`src/rtl/ddr4_cmd_responder.sv`:
```
// DDR4 command-bus responder: decodes commands, tracks per-bank open state and
// ACT/PRE timing, flags illegal commands and generates BL8 read/write data windows.
module ddr4_cmd_responder #(
  parameter int CL   = 16,
  parameter int CWL  = 12,
  parameter int TRCD = 16,
  parameter int TRP  = 16,
  parameter int TRAS = 39
) (
  input  logic        CLK,
  input  logic        nRST,
  input  logic        CS_n,
  input  logic        ACT_n,
  input  logic        RAS_n_A16,
  input  logic        CAS_n_A15,
  input  logic        WE_n_A14,
  input  logic [1:0]  BG,
  input  logic [1:0]  BA,
  input  logic [13:0] ADDR,
  output logic [15:0] bank_open,
  output logic        rd_data_en,
  output logic        wr_data_en,
  output logic [3:0]  burst_bank,
  output logic [16:0] burst_row,
  output logic [9:0]  burst_col,
  output logic        cmd_err,
  output logic [2:0]  err_code
);

  typedef enum logic [3:0] {
    CMD_DES, CMD_ACT, CMD_MRS, CMD_REF, CMD_PRE, CMD_PREA,
    CMD_WR, CMD_RD, CMD_ZQ, CMD_NOP, CMD_RSVD
  } cmd_e;

  typedef struct packed {
    logic [3:0]  bank;
    logic [16:0] row;
    logic [9:0]  col;
  } burst_t;

  localparam int RD_LEN = CL + 3;
  localparam int WR_LEN = CWL + 3;
  localparam int COL_SPACING = 4;

  logic [15:0]       open_q, open_d;
  logic [16:0]       row_q [16];
  logic [16:0]       row_d [16];
  logic [7:0]        act_cnt_q [16];
  logic [7:0]        act_cnt_d [16];
  logic [7:0]        pre_cnt_q [16];
  logic [7:0]        pre_cnt_d [16];
  logic [7:0]        col_cnt_q, col_cnt_d;
  logic [RD_LEN-1:0] rd_vld_q, rd_vld_d;
  logic [WR_LEN-1:0] wr_vld_q, wr_vld_d;
  burst_t            rd_pay_q [CL];
  burst_t            rd_pay_d [CL];
  burst_t            wr_pay_q [CWL];
  burst_t            wr_pay_d [CWL];
  burst_t            burst_q, burst_d, cur_burst;
  logic              rd_en_q, rd_en_d, wr_en_q, wr_en_d;
  logic              cmd_err_q, cmd_err_d;
  logic [2:0]        err_code_q, err_code_d, err_val;
  logic              rd_issue, wr_issue, tras_viol_any;
  cmd_e              cmd;
  logic [3:0]        bank;
  logic [16:0]       act_row;

  function automatic logic [7:0] sat_inc(input logic [7:0] c);
    return (c == 8'hFF) ? c : c + 8'd1;
  endfunction

  // A counter reads 0 on the cycle after its event, so edges elapsed is c+1.
  function automatic logic elapsed(input logic [7:0] c, input int t);
    return (int'(c) + 1) >= t;
  endfunction

  assign bank      = {BG, BA};
  assign act_row   = {RAS_n_A16, CAS_n_A15, WE_n_A14, ADDR};
  assign cur_burst = {bank, row_q[bank], ADDR[9:0]};

  always_comb begin
    cmd = CMD_DES;
    if (!CS_n) begin
      if (!ACT_n) begin
        cmd = CMD_ACT;
      end else begin
        case ({RAS_n_A16, CAS_n_A15, WE_n_A14})
          3'b000:  cmd = CMD_MRS;
          3'b001:  cmd = CMD_REF;
          3'b010:  cmd = ADDR[10] ? CMD_PREA : CMD_PRE;
          3'b011:  cmd = CMD_RSVD;
          3'b100:  cmd = CMD_WR;
          3'b101:  cmd = CMD_RD;
          3'b110:  cmd = CMD_ZQ;
          default: cmd = CMD_NOP;
        endcase
      end
    end
  end

  // NOTE: every signal written here gets a default first so no path leaves one unassigned (no latch).
  always_comb begin
    open_d        = open_q;
    col_cnt_d     = sat_inc(col_cnt_q);
    err_val       = 3'd0;
    rd_issue      = 1'b0;
    wr_issue      = 1'b0;
    tras_viol_any = 1'b0;
    for (int i = 0; i < 16; i++) begin
      row_d[i]     = row_q[i];
      act_cnt_d[i] = sat_inc(act_cnt_q[i]);
      pre_cnt_d[i] = sat_inc(pre_cnt_q[i]);
      if (open_q[i] && !elapsed(act_cnt_q[i], TRAS)) tras_viol_any = 1'b1;
    end

    // Checks are ordered by error code so the lowest applicable code wins.
    case (cmd)
      CMD_ACT: begin
        if (open_q[bank])                        err_val = 3'd1;
        else if (!elapsed(pre_cnt_q[bank], TRP)) err_val = 3'd2;
        else begin
          open_d[bank]    = 1'b1;
          row_d[bank]     = act_row;
          act_cnt_d[bank] = 8'd0;
        end
      end
      CMD_RD, CMD_WR: begin
        if (!open_q[bank])                                err_val = 3'd3;
        else if (!elapsed(act_cnt_q[bank], TRCD))         err_val = 3'd4;
        else if (!elapsed(col_cnt_q, COL_SPACING))        err_val = 3'd6;
        else begin
          rd_issue  = (cmd == CMD_RD);
          wr_issue  = (cmd == CMD_WR);
          col_cnt_d = 8'd0;
        end
      end
      CMD_PRE: begin
        if (open_q[bank]) begin
          if (!elapsed(act_cnt_q[bank], TRAS)) err_val = 3'd5;
          else begin
            open_d[bank]    = 1'b0;
            pre_cnt_d[bank] = 8'd0;
          end
        end
      end
      CMD_PREA: begin
        if (tras_viol_any) err_val = 3'd5;
        else begin
          for (int i = 0; i < 16; i++) begin
            if (open_q[i]) begin
              open_d[i]    = 1'b0;
              pre_cnt_d[i] = 8'd0;
            end
          end
        end
      end
      CMD_REF:  if (|open_q) err_val = 3'd7;
      CMD_RSVD: err_val = 3'd7;
      default:  ;
    endcase

    cmd_err_d  = (err_val != 3'd0);
    err_code_d = cmd_err_d ? err_val : err_code_q;
  end

  // Burst delay lines: a valid bit walks the line and opens a 4-beat window at the latency tap.
  always_comb begin
    rd_vld_d    = {rd_vld_q[RD_LEN-2:0], rd_issue};
    wr_vld_d    = {wr_vld_q[WR_LEN-2:0], wr_issue};
    rd_en_d     = |rd_vld_q[RD_LEN-1:CL-1];
    wr_en_d     = |wr_vld_q[WR_LEN-1:CWL-1];
    rd_pay_d[0] = cur_burst;
    wr_pay_d[0] = cur_burst;
    for (int i = 1; i < CL; i++)  rd_pay_d[i] = rd_pay_q[i-1];
    for (int i = 1; i < CWL; i++) wr_pay_d[i] = wr_pay_q[i-1];
    // If a read and a write window open on the same edge, the write (issued later) owns the burst fields.
    burst_d = burst_q;
    if (rd_vld_q[CL-1])  burst_d = rd_pay_q[CL-1];
    if (wr_vld_q[CWL-1]) burst_d = wr_pay_q[CWL-1];
  end

  always_ff @(posedge CLK or negedge nRST) begin
    if (!nRST) begin
      open_q     <= '0;
      col_cnt_q  <= 8'hFF;
      rd_vld_q   <= '0;
      wr_vld_q   <= '0;
      rd_en_q    <= 1'b0;
      wr_en_q    <= 1'b0;
      burst_q    <= '0;
      cmd_err_q  <= 1'b0;
      err_code_q <= 3'd0;
      for (int i = 0; i < 16; i++) begin
        act_cnt_q[i] <= 8'hFF;
        pre_cnt_q[i] <= 8'hFF;
      end
    end else begin
      open_q     <= open_d;
      col_cnt_q  <= col_cnt_d;
      rd_vld_q   <= rd_vld_d;
      wr_vld_q   <= wr_vld_d;
      rd_en_q    <= rd_en_d;
      wr_en_q    <= wr_en_d;
      burst_q    <= burst_d;
      cmd_err_q  <= cmd_err_d;
      err_code_q <= err_code_d;
      act_cnt_q  <= act_cnt_d;
      pre_cnt_q  <= pre_cnt_d;
    end
  end

  // NOTE: rows and payload lines are storage gated by open/valid flags, so they are left without reset.
  always_ff @(posedge CLK) begin
    row_q    <= row_d;
    rd_pay_q <= rd_pay_d;
    wr_pay_q <= wr_pay_d;
  end

  assign bank_open  = open_q;
  assign rd_data_en = rd_en_q;
  assign wr_data_en = wr_en_q;
  assign burst_bank = burst_q.bank;
  assign burst_row  = burst_q.row;
  assign burst_col  = burst_q.col;
  assign cmd_err    = cmd_err_q;
  assign err_code   = err_code_q;

endmodule

```
`config.mk`:
```
export PLATFORM = sky130hd
export DESIGN_NAME = ddr4_cmd_responder
export DESIGN_NICKNAME = d
export VERILOG_FILES = /design/src/rtl/ddr4_cmd_responder.sv
export SDC_FILE = /design/constraint.sdc
export NUM_CORES = 1
export LEC_CHECK = 0
export BUFFER_PORTS_ARGS = -buffer_cell sky130_fd_sc_hd__buf_2
export CAP_MARGIN = 20
export CORE_MARGIN = 3
export CORE_UTILIZATION = 62
export DETAILED_ROUTE_END_ITERATION = 10
export PLACE_DENSITY = 0.88
export SYNTH_ARGS = -nofsm -noshare
export SYNTH_HDL_FRONTEND = slang
export SYNTH_SLANG_ARGS = --single-unit
```
`constraint.sdc`:
```
create_clock -name CLK -period 4.3 [get_ports CLK]
set_input_delay 0.86 -clock CLK [delete_from_list [all_inputs] [get_ports CLK]]
set_output_delay 0.86 -clock CLK [all_outputs]
set_load 0.005 [all_outputs]
```
==> results of run 1 <==
-- worst register-to-register path, stage by stage (launching register included) --
cell       delay [ns]
dfstp_2          0.66
ha_1             0.36
nand2_1          0.16
nor3_1           0.46
a21oi_1          0.19
a2111oi_0        0.57
a21o_1           0.24
nor4b_1          0.10
nand4_1          0.23
o21ai_4          0.11
buf_12           0.21
a221oi_1         0.48
-- metal layers --
metal	up-vias	share of wire
met3	486	0.092
met2	1798	0.50
met1	13300	0.35
met4	6	0.058
met5	-	0.00053
li1	11360	-
-- registers in the layout, indices dropped and copies added (netlist names) --
signal	count
bank_open	16
wr_pay_d	341
act_cnt_q	128
burst_col	10
col_cnt_q	8
rd_pay_q	31
rd_vld_q	19
row_q	272
burst_bank	4
wr_pay_q	31
burst_row	17
wr_data_en	1
rd_pay_d	93
cmd_err	1
pre_cnt_q	128
rd_data_en	1
wr_vld_q	15
err_code	3
-- cells in the final DEF (no fill, tap or decap), types with 18 or more instances in the layout --
master and count:
nand3_1 125, nor3_1 63, and3_1 51, o21ai_0 108, nor2_2 18, dfstp_2 264, nand2b_1 25, clkinv_2 19
clkbuf_16 109, dfrtp_1 85, xor2_1 48, edfxtp_1 272, a31oi_1 63, mux4_2 119, mux2i_1 66, buf_2 74
nor2_1 176, nand2_1 148, nand4_1 37, buf_4 59, xnor2_1 74, inv_1 67, and4_1 20, buf_12 23
clkbuf_1 22, a211oi_1 45, dfxtp_1 496, a21oi_1 210, ha_1 53
-- layout make-up --
cell class	count	share of cell area
diodes	5	0.0002710
inverters	69	0.005609
well taps	855	0.02317
flip-flops and latches	1119	0.5894
clock inverters	47	0.01382
multi-input cells	1691	0.2736
clock buffers	146	0.06515
repair buffers	160	0.02902
-- path summary, 6_finish.rpt --
kind,startpoint,to,slack (ns),cells after the start
worst max register to register,act_cnt_q[120],pre_cnt_q[66],0.40,11
worst max-delay path,BA[1],act_cnt_q[115],0.25,10
worst min-delay path,nRST,err_code[1],0.27,1
worst min register to register,wr_pay_d[150],wr_pay_d[119],0.31,0
min in group CLK,wr_pay_d[150],wr_pay_d[119],0.31,0
max in group asynchronous,nRST,burst_col[3],3.08,2
-- where the power goes --
part	total, uW	switching [uW]	internal (uW)	leakage, uW
logic	6840	3780	3060	0.00541
registers	16100	2450	13600	0.0105
clock network	9780	4290	5490	0.00178
-- per-stage QoR --
stage,hold slack (ns),setup WS (ns),cell area [um^2],utilization,total power (uW)
final,0.2661,0.2475,46170,0.7149,32700
after global routing,0.2938,0.2455,46170,0.7149,33950
after CTS,0.2325,0.5633,46100,0.7138,32500
after detailed placement,0.3121,-0.07713,42450,0.6574,22390
after global placement,0.3098,0.09309,42450,0.6574,21600
after floorplan,0.3096,-0.08667,40530,-,20030
-- kinds of logic (layout without fill, tap and decap cells) --
family,count (synthesis),count (layout)
adders and majority gates,53,53
muxes,201,201
buffers and inverters,166,422
xor gates and xnor gates,122,122
and+or+nand+nor,768,768
DFF,1119,1119
other,0,5
AOI/OAI and AO/OA,547,547
==> impl_metrics.json, run 1 <==
{
  "yosysWarningCount": 0,
  "max_freq_ghz": 0.2468,
  "yosysTopAreaCell": "dfxtp_1",
  "vias": 26950,
  "finalSetupTns_ns": 0,
  "cts_resized": 0,
  "startpoint_type": "input port",
  "status": "finished, final reports clean",
  "yosysTopAreaCellShare": 0.2450,
  "critPathSlowestCell": "a21bo_2",
  "hold_violations": 0,
  "ir_drop_v": 0.0004907,
  "core_mm2": 0.06458,
  "synth.area.top_cells": "dfxtp_1 24%, edfxtp_1 20%, dfstp_2 17%, mux4_2 6.6%, dfrtp_1 5.4%",
  "maxSlewHeadroom": 0.2762,
  "wl_um": 108500,
  "grt_pass1_wl_um": 163900,
  "cts_buffers": 102,
  "synth_top_family_by_area": "simple AND/OR/NAND/NOR gates",
  "synth_edf_count": 272,
  "hold_class": "input port to asynchronous set/reset pin",
  "clock_sinks": 1119,
  "dieArea_mm2": 0.06847,
  "period_minus_slack_ns": 4.053,
  "syn_area_mm2": 0.04053,
  "drt-initial-drc-count": 3435,
  "drc_errors": 0,
  "gr-max-usage-layer": "met2",
  "viasPerCell": 6.585,
  "crit_type": "input port to flip-flop",
  "rows": 93,
  "min_period_over_period": 0.9424,
  "synth_flop_cell": "dfxtp_1",
  "grt_use_total": 0.3172,
  "synthArstFlopShare": 0.3137,
  "cts_setup_buffers": 0,
  "die_y_um": 261.7,
  "cp-end-kind": "flip-flop",
  "area_growth_syn_to_layout_pct": 13.92,
  "leakage_uw": 0.01766,
  "antenna_found_initial": 10,
  "cp_max_fo": 35,
  "grt-ovfl-total": 0,
  "ioPinCount": 78,
  "clkTransAtPathRegs_ns": 0.07,
  "fin_skew_ns": 0.04368,
  "globalRouteMet2Util": 0.5371,
  "dieWidth_um": 261.7,
  "synthSimpleGateAreaFrac": 0.09622,
  "seq_area_mm2": 0.02721,
  "final_cells": 4092,
  "cts_tree": "yes",
  "drt_first_pass_iters": 9,
  "dp.final_hpwl_um": 62250,
  "met3_usage": 0.07343,
  "first_global_vias": 27310,
  "maxCapViolations": 0,
  "multiInputGateArea_mm2": 0.01263,
  "hold_buffers": 0,
  "synth_common_cells": "496 x dfxtp_1, 272 x edfxtp_1, 264 x dfstp_2",
  "synth.distinct_cells": 89,
  "fillCellCount": 3704,
  "crit_family": "compound AO/OA/AOI/OAI gates",
  "dp.cells": 3891,
  "use_met1": 0.3801,
  "finalSetupViolations": 0,
  "synth_most_common_cell": "dfxtp_1",
  "drive_gt1_frac": 0.2420,
  "max_stage_delay_ns": 0.70,
  "antenna_left": 0,
  "clk_path_buf_depth": 3,
  "worst_ep_required_time_ns": 4.81,
  "arrival_ns": 4.56,
  "synth_compound_area_frac": 0.08366,
  "tightest_slew_ns": 1.086,
  "synth-adder-area-share": 0.01636,
  "cp_num_buf_inv": 4,
  "wl_per_cell_um": 26.51,
  "synth_xor_xnor_area_share": 0.02636,
  "cp_cell_sequence": "buf_4 > buf_4 > buf_12 > o41ai_1 > a21oi_1 > a211oi_1 > a21bo_2 > nor2_2 > buf_12 > a21oi_1",
  "syn_area_per_cell_um2": 13.62,
  "synthesis.nets": 3054,
  "finalWeightedCongestion": 0.9717,
  "yosysSeqAreaShare": 0.6714,
  "worstSkewPairLatency_ns": 0.69,
  "power_density_mw_per_mm2": 708.2,
  "port_buffers": 77,
  "nets": 3221,
  "rsz0062_at_grt": "no",
  "netlist_instances": 2976,
  "h-tree-depth": 3,
  "start_util": 0.6276,
  "grt_start_max_net_pins": 98,
  "ctsRootBufferMaster": "clkbuf_16",
  "synth.area.mux_share": 0.08761,
  "drv_slew": 0,
  "ys_seq_elements": 1119
}
Note: power is estimated with default switching activity, not from simulation.
==> inputs of run 2 (changes only) <==
Settings changed: PLACE_DENSITY 0.88 to 0.81.
==> run 2 against run 1 <==
  * Hold slack lost 0.038 ns
  * Critical path depth grew 2
  * Die area unchanged
  * Maximum frequency rose by 2.6%
  * Worst setup slack better by 0.10 ns
  * Sequential cell count did not move
  * Combinational power is 4.2% lower
  * Power fell by 1.5%
  * Via count down 4.0%
  * Global-route usage shrank 2.9 points
  * Clock skew rose by 0.015 ns
  * Largest power group unchanged
==> impl_metrics.json, run 2 (same netlist as run 1, synthesis figures left out) <==
{
  "cp-end-kind": "flip-flop",
  "grt_use_total": 0.2885,
  "viasPerCell": 6.305,
  "wl_per_cell_um": 23.90,
  "cts_setup_buffers": 0,
  "grt_start_max_net_pins": 98,
  "worst_ep_required_time_ns": 4.86,
  "clkTransAtPathRegs_ns": 0.07,
  "nets": 3232,
  "cts_buffers": 104,
  "drt_first_pass_iters": 7,
  "first_global_vias": 25800,
  "holdWs_ns": 0.2282,
  "dp.cells": 3901,
  "drt-initial-drc-count": 3144,
  "rsz0062_at_grt": "no",
  "hold_class": "input port to asynchronous set/reset pin",
  "drc_errors": 0,
  "cts_tree": "yes",
  "maxCapViolations": 0,
  "finalSetupViolations": 0,
  "antenna_found_initial": 8,
  "largest_reg_flops": 341,
  "cp_max_fo": 40,
  "start_util": 0.6276,
  "maxSlewHeadroom": 0.2521,
  "crit_type": "flip-flop to flip-flop",
  "max_freq_ghz": 0.2532,
  "dieWidth_um": 261.7,
  "r2r_setup_slack_ns": 0.35,
  "period_minus_slack_ns": 3.949,
  "tightest_slew_ns": 1.112,
  "min_period_over_period": 0.9183,
  "leakage_uw": 0.01771,
  "drive_gt1_frac": 0.2461,
  "worstSkewPairLatency_ns": 0.70,
  "hold_buffers": 0,
  "h-tree-depth": 3,
  "fin_skew_ns": 0.05895,
  "ir_drop_v": 0.0005214,
  "ctsRootBufferMaster": "clkbuf_16",
  "final_common_cell": "dfxtp_1",
  "r2r_start": "act_cnt_q[48]",
  "mostFrequentLayoutCells": "496 x dfxtp_1, 272 x edfxtp_1, 264 x dfstp_2, 210 x a21oi_1, 176 x nor2_1",
  "grt-ovfl-total": 0,
  "clk_path_buf_depth": 3,
  "arrival_ns": 4.51,
  "core_mm2": 0.06458,
  "rows": 93,
  "status": "finished, final reports clean",
  "grt_pass1_wl_um": 150900,
  "wl_um": 98070,
  "final_cells": 4104,
  "cts_resized": 0,
  "vias": 25880,
  "worstReg2RegEnd": "pre_cnt_q[107]",
  "port_buffers": 77,
  "dp.final_hpwl_um": 57860,
  "clock_sinks": 1119,
  "drv_slew": 0,
  "area_growth_syn_to_layout_pct": 14.28,
  "startpoint": "act_cnt_q[48]",
  "dieArea_mm2": 0.06847,
  "ioPinCount": 78,
  "startpoint_type": "flip-flop",
  "die_y_um": 261.7,
  "reg2reg_depth": 12,
  "finalWeightedCongestion": 0.9137,
  "antenna_left": 0,
  "fillCellCount": 3914,
  "hold_violations": 0,
  "power_density_mw_per_mm2": 695.3
}
-- run 2: cell types whose count changed in the layout (fill, tap and decap cells not counted), sizes merged --
cell,previous run,this run
diode,5,3
buf,159,168
clkinvlp,3,9
dlymetal6s2s,1,0
bufinv,9,10
clkinv,33,24
clkbuf,146,154
-- run 2: worst max-delay path by stage --
| stage | depth (start not counted) | end |
|---|---|---|
| 6_report | 12 | pre_cnt_q[107] |
| 2_1_floorplan | 12 | row_q[170] |
| 4_1_cts | 12 | pre_cnt_q[107] |
| 3_3_place_gp | 11 | cmd_err |
| 3_5_place_dp | 13 | pre_cnt_q[107] |
| 5_1_grt | 12 | pre_cnt_q[123] |
-- run 2: per-layer routing --
layer  GRT usage  up-vias  routed length [um]
li1            -    11380                   -
met1      0.3837    12970               38060
met2      0.4763     1298               48780
met3     0.05705      224                8096
met4      0.1067        6                3099
met5           0        -                  33
-- run 2: critical path, stage by stage, from the launching register on --
cell      delay [ns]
dfstp_2         0.67
inv_1           0.11
ha_1            0.24
or4b_2          0.64
a211o_1         0.26
o311ai_0        0.16
a41oi_1         0.36
and4_1          0.41
nand4_1         0.23
o21ai_4         0.09
buf_12          0.16
buf_12          0.18
a221oi_1        0.31
-- run 2: power by group --
part,internal (uW),switching [uW]
logic,3060,3500
registers,13600,2330
clock network,5540,4140
-- run 2: area by class of cell --
| cell class | instances | area [um^2] | share of cell area |
|---|---|---|---|
| sequential | 1119 | 27210 | 0.5875 |
| multi-input combinational | 1691 | 12630 | 0.2727 |
| clock buffer | 153 | 3015 | 0.06510 |
| timing repair buffer | 169 | 1443 | 0.03115 |
| tap | 855 | 1070 | 0.02310 |
| clock inverter | 45 | 680.7 | 0.01469 |
| inverter | 69 | 259.0 | 0.005592 |
| antenna | 3 | 7.507 | 0.0001621 |
-- run 2: metrics by stage --
stage	power, uW	setup WS, ns	area (um^2)	utilization	TNS (ns)
floorplan	20030	-0.08667	40530	-	-8.189
global placement	21670	0.1174	42590	0.6595	0
detailed placement	22260	-0.03187	42590	0.6595	-0.04254
CTS	32180	0.4130	46290	0.7167	0
global route	33670	0.1923	46320	0.7172	0
finish	32210	0.3512	46320	0.7172	0
